$ cat src/rtl/uart_tx_arbiter.sv
// Four-requester round-robin arbiter feeding a single UART 8N1 transmitter.
// One requester is granted per frame; txd idles high and is registered.
module uart_tx_arbiter #(
    parameter int unsigned BAUD_DIV  = 10416,
    parameter int unsigned STOP_BITS = 1
) (
    input  logic        clk,
    input  logic        rst_n,
    input  logic [3:0]  req_valid,
    input  logic [31:0] req_data,
    output logic [3:0]  req_ready,
    output logic        txd,
    output logic        busy,
    output logic [1:0]  grant_id,
    output logic        frame_done
);

    localparam int unsigned   CW       = (BAUD_DIV > 1) ? $clog2(BAUD_DIV) : 1;
    localparam logic [CW-1:0] CNT_LAST = CW'(BAUD_DIV - 1);
    localparam logic          STOP_LAST = 1'(STOP_BITS - 1);

    localparam logic [1:0] S_IDLE  = 2'd0;
    localparam logic [1:0] S_START = 2'd1;
    localparam logic [1:0] S_DATA  = 2'd2;
    localparam logic [1:0] S_STOP  = 2'd3;

    logic [1:0]    r_state;
    logic [CW-1:0] r_cnt;
    logic [2:0]    r_bit;
    logic          r_stop_idx;
    logic [7:0]    r_shift;
    logic [1:0]    r_ptr;
    logic          r_txd;
    logic          r_busy;
    logic [1:0]    r_grant;

    logic          w_found;
    logic [1:0]    w_win;
    logic [1:0]    w_idx;
    logic          w_bit_end;
    logic          w_last_stop;

    // Search starts at the pointer so the most recent winner has lowest priority.
    always_comb begin
        w_found = 1'b0;
        w_win   = r_ptr;
        w_idx   = '0;
        for (int unsigned k = 0; k < 4; k++) begin
            w_idx = r_ptr + 2'(k);
            if (!w_found && req_valid[w_idx]) begin
                w_found = 1'b1;
                w_win   = w_idx;
            end
        end
    end

    assign w_bit_end   = (r_cnt == CNT_LAST);
    assign w_last_stop = (r_stop_idx == STOP_LAST);

    assign req_ready  = (rst_n && r_state == S_IDLE && w_found) ? (4'b0001 << w_win) : '0;
    assign frame_done = (r_state == S_STOP) && w_bit_end && w_last_stop;
    assign txd        = r_txd;
    assign busy       = r_busy;
    assign grant_id   = r_grant;

    always_ff @(posedge clk or negedge rst_n) begin
        if (!rst_n) begin
            r_state    <= S_IDLE;
            r_cnt      <= '0;
            r_bit      <= '0;
            r_stop_idx <= 1'b0;
            r_shift    <= '0;
            r_ptr      <= '0;
            r_txd      <= 1'b1;
            r_busy     <= 1'b0;
            r_grant    <= '0;
        end else begin
            case (r_state)
                S_IDLE: begin
                    r_txd <= 1'b1;
                    if (w_found) begin
                        r_shift <= req_data[{w_win, 3'b000} +: 8];
                        r_grant <= w_win;
                        r_ptr   <= w_win + 2'd1;
                        r_cnt   <= '0;
                        r_txd   <= 1'b0;
                        r_busy  <= 1'b1;
                        r_state <= S_START;
                    end
                end
                S_START: begin
                    if (w_bit_end) begin
                        r_cnt   <= '0;
                        r_txd   <= r_shift[0];
                        r_bit   <= '0;
                        r_state <= S_DATA;
                    end else begin
                        r_cnt <= r_cnt + 1'b1;
                    end
                end
                S_DATA: begin
                    if (w_bit_end) begin
                        r_cnt <= '0;
                        if (r_bit == 3'd7) begin
                            r_txd      <= 1'b1;
                            r_stop_idx <= 1'b0;
                            r_state    <= S_STOP;
                        end else begin
                            // txd takes bit 1 because the shift lands on the same edge.
                            r_txd   <= r_shift[1];
                            r_shift <= {1'b0, r_shift[7:1]};
                            r_bit   <= r_bit + 3'd1;
                        end
                    end else begin
                        r_cnt <= r_cnt + 1'b1;
                    end
                end
                default: begin
                    if (w_bit_end) begin
                        r_cnt <= '0;
                        if (w_last_stop) begin
                            r_busy  <= 1'b0;
                            r_state <= S_IDLE;
                        end else begin
                            r_stop_idx <= 1'b1;
                        end
                    end else begin
                        r_cnt <= r_cnt + 1'b1;
                    end
                end
            endcase
        end
    end

endmodule

$ cat config.mk
export PLATFORM = sky130hd
export DESIGN_NAME = uart_tx_arbiter
export DESIGN_NICKNAME = d
export VERILOG_FILES = /design/src/rtl/uart_tx_arbiter.sv
export SDC_FILE = /design/constraint.sdc
export NUM_CORES = 1
export LEC_CHECK = 0
export CORE_MARGIN = 1.5
export CORE_UTILIZATION = 37
export DETAILED_ROUTE_END_ITERATION = 12
export GPL_TIMING_DRIVEN = 1
export PLACE_DENSITY_LB_ADDON = 0.3
export SYNTH_ARGS = -nofsm -noshare
export SYNTH_HDL_FRONTEND = slang
export SYNTH_SLANG_ARGS = --single-unit
$ cat constraint.sdc
create_clock -name clk -period 3.27 [get_ports clk]
set_clock_uncertainty 0.1 [all_clocks]
set_input_delay 0.4905 -clock clk [delete_from_list [all_inputs] [get_ports clk]]
set_output_delay 0.4905 -clock clk [all_outputs]
set_load 0.03 [all_outputs]
==> impl_summary.txt <==
----------------------------------------------------
[Worst setup path]
  Cell count of the worst reg-to-reg path ... 7
  Flop-to-flop setup slack ... ~890 ps
  Startpoint kind of the worst setup timing path ... input pin
  Type of element capturing the critical path ... output pin
  Critical-path maximum fanout ... 6
  Critical setup path kind ... in -> out
  Cells along the critical path ... clkdlybuf4s50_1 -> nor2b_1 -> a21oi_1 -> o221ai_2 -> buf_4 -> ha_1 -> and3_1 -> dlymetal6s2s_1
  Worst reg2reg path startpoint ... r_state[0]
  WP data arrival ... 2270 ps
  Required time of the critical path ... 2680 ps
  Highest cell delay on the worst timing path ... 500 ps
  Reg-to-reg endpoint ... r_shift[0]
  Slowest cell on the critical path ... clkdlybuf4s50_1

[Detailed routing]
  Vias per Instance ... ~5.4
  Count of nets left with antenna violations after detail routing ... 0
  Final routed wire length divided by cell count ... around 15 um
  Total wirelength of the detailed-routed design ... 5.22 mm
  Number of vias in the routed layout ... 1,916
  Drt first pass iters ... 4
  Total DRC errors in the routed layout ... 0
  Initial detailed-routing violation count ... 106

[Yosys]
  Number of enable flip-flop cells after synthesis ... 0
  Count of synthesis-stage warnings from yosys ... 0
  Main flop type after synthesis ... dfrtp_1
  Proportion of synthesized flip-flops having asynchronous set or reset ... 100%
  Yosys top cell by area ... dfrtp_1
  Post-Synthesis Mean Instance Area ... 9.49 sq um
  Number of unique standard cell types used by synthesis ... between 40 and 50
  Post-Synthesis Net Count ... ~280
  Portion of synthesized cell area occupied by the leading cell type ... 36.9%
  Sequential-to-total area share from yosys stat ... about two fifths
  Cell types occupying the most area after synthesis ... dfrtp_1 37%, ha_1 6.9%, o21ai_0 6.2%
  Yosys reg bits ... 33
  Area of the mapped netlist ... 2170 sq um
  Cell with the most instances after synthesis ... dfrtp_1
  Mapped Cells ... between 200 and 250
  Most frequent cells after synthesis ... 32 x dfrtp_1, 31 x nand2_1, 27 x o21ai_0, 17 x nor2_1, 12 x ha_1

[Timing]
  Final hold viol count ... 0
  Relative slew slack ... 69.7%
  Total of endpoints with negative setup slack in the final report ... 0
  Setup TNS after final layout ... 0 ps
  Portion of the clock cycle consumed by the worst path in the final layout ... 87.5%
  Final critical-path setup slack ... approximately 410 ps
  Final number of max-transition violations ... 0
  Slew of the pin with the lowest slew margin ... about 450 ps
  Time the worst path needs with I/O delays and setup ... 2860 ps
  Highest Clock Rate ... 0.350 GHz
  Setup repair after global routing missed its margin ... false

[Finish]
  Layout Area Growth over Synthesis ... 33.4%
  Nets ... 335
  Number of antenna repair diodes ... 0
  Fill cell count ... between 500 and 600
  Fraction of final layout cells with drive strength greater than 1 ... 13.3%

[Worst hold path]
  Count of cells along the worst hold path ... 2
  Launch point of the worst hold path ... txd
  Worst hold endpoint ... txd
  Path type of the worst min-delay path ... reg -> reg

[Clocking]
  Number of clock buffers inserted by TritonCTS ... 5
  Maximum number of buffers from clock root to sink ... 2
  CTS root buffer ... clkbuf_8
  Clk slew on worst S/H paths ... 70 ps
  Post-CTS Setup Bufs ... 0
  Insertion delay to the later sink of the worst-skew pair ... ~280 ps
  Clock tree from TritonCTS ... yes
  Number of sinks on the clock net ... 33
  Htree depth ... 2

[Placed design]
  Routability congestion estimate ... approximately 0.87
  Dpl hpwl ... approximately 4.0 mm
  IO buf count ... 46
  Setup slack after placement ... 58.0 ps

[Die]
  Die W ... 79.6 um
  Core footprint ... 5570 sq um
  Area of the die ... 6340 sq um
  Die Ht ... between 70 and 80 um
  Top Ports ... 47
  Starting density of the core ... 39.0%
  Number of standard-cell rows in the floorplan ... 27

[Global route]
  Antenna violations before repair ... 0
  Number of global-route vias before repair ... 1,786
  Pin count of the biggest net entering global routing ... 35
  Global-route usage over all layers ... 17.3%
  Wire length of the first global-routing pass ... 8.49 mm
  Overflow left after global routing ... 0

[Power and ir drop]
  Worst IR Drop VDD ... approximately 0.00037 V
  Static leakage ... between 0.001 and 0.0015 uW
  Overall power ... 2090 uW
  Total power density per cell area ... between 700 and 800 nW/um^2

[Flow run]
  Number of maximum-capacitance constraint violations ... 0

[Status]
  Outcome ... finished clean

----------------------------------------------------
-- stage by stage --
stage               instances  hold slack (ps)  cell area [sq um]  util, %
floorplan                 229             94.9               2170        -
global placement          350              377               2760     49.5
detailed placement        350              385               2760     49.5
CTS                       358              395               2890     51.9
global route              358              410               2900     52.0
finish                    358              391               2900     52.0
-- state kept, by name, indices dropped and copies added, names as in the netlist --
signal / count
r_ptr: 2
r_bit: 3
r_cnt: 14
r_state: 2
busy: 1
grant_id: 2
r_shift: 8
txd: 1
-- cell families after synthesis --
logic type / after synthesis / synth area share (%)
and+or+nand+nor: 99 / 23.4
AOI/OAI and AO/OA: 57 / 17.6
DFF: 33 / 38.1
buffers and inverters: 15 / 3.17
adders and majority gates: 12 / 6.91
muxes: 11 / 10.1
xor gates and xnor gates: 2 / 0.807
-- final cells by class --
cell class / instances / area [sq um] / area share (%)
multi-input cells: 181 / 1280 / 44.0
clock inverters: 3 / 65.1 / 2.25
inverters: 8 / 30.0 / 1.04
repair buffers: 56 / 541 / 18.7
flip-flops and latches: 33 / 827 / 28.5
well taps: 72 / 90.1 / 3.11
clock buffers: 5 / 68.8 / 2.37
-- what timing repair did --
action	in CTS	in global routing
gates resized for setup	0	3
hold buffers	0	0
setup endpoints to repair	0	3
-- critical path: cells and delay by family --
kind	cells	cell delay (ps)
AO/OA/AOI/OAI	2	340
AND/OR/NAND/NOR	2	340
adder cells (fa/ha/maj)	1	130
buffers and inverters	3	960
-- power breakdown --
group / switching, uW / internal [uW] / leakage (uW)
Sequential: 103 / 541 / 0.000424
Combinational: 521 / 470 / 0.000792
Clock: 157 / 303 / 0.0000681
Total: 780 / 1310 / 0.00128
-- worst max path at each step --
stage | from | end | depth (start not counted)
floorplan | req_valid[0] | req_ready[1] | 5
global placement | req_valid[3] | req_ready[0] | 8
detailed placement | req_valid[3] | req_ready[0] | 8
CTS | req_valid[3] | req_ready[0] | 8
global route | req_valid[3] | req_ready[2] | 8
finish | req_valid[3] | req_ready[0] | 8
-- layout by cell type, fill, tap and decap left out, drive strengths merged, types with 2 or more instances in the layout --
cell type,netlist,final
clkdlybuf4s50,0,42
dfrtp,32,32
nand2,31,31
o21ai,28,28
nor2,18,18
ha,12,12
buf,3,11
and2,10,10
nor3,9,9
inv,8,8
mux4,8,8
a21oi,7,7
a211o,7,7
nor2b,5,5
nand3,5,5
clkbuf,4,5
and3,4,4
a22o,4,4
o31ai,4,4
or2,3,3
dlymetal6s2s,0,3
a31oi,3,3
nor4,3,3
nand4,2,2
or3,2,2
mux2i,2,2
xor2,2,2
bufinv,0,2
nor3b,2,2
-- layer usage --
layer | vias to the layer above | part of all wire, % | track usage (%)
met4 | 0 | 1.4 | 5.09
li1 | 942 | - | -
met5 | - | 0 | 0
met1 | 912 | 47 | 23.9
met3 | 6 | 4.0 | 3.66
met2 | 56 | 48 | 27.2
Power figures use the tool's default switching activity.
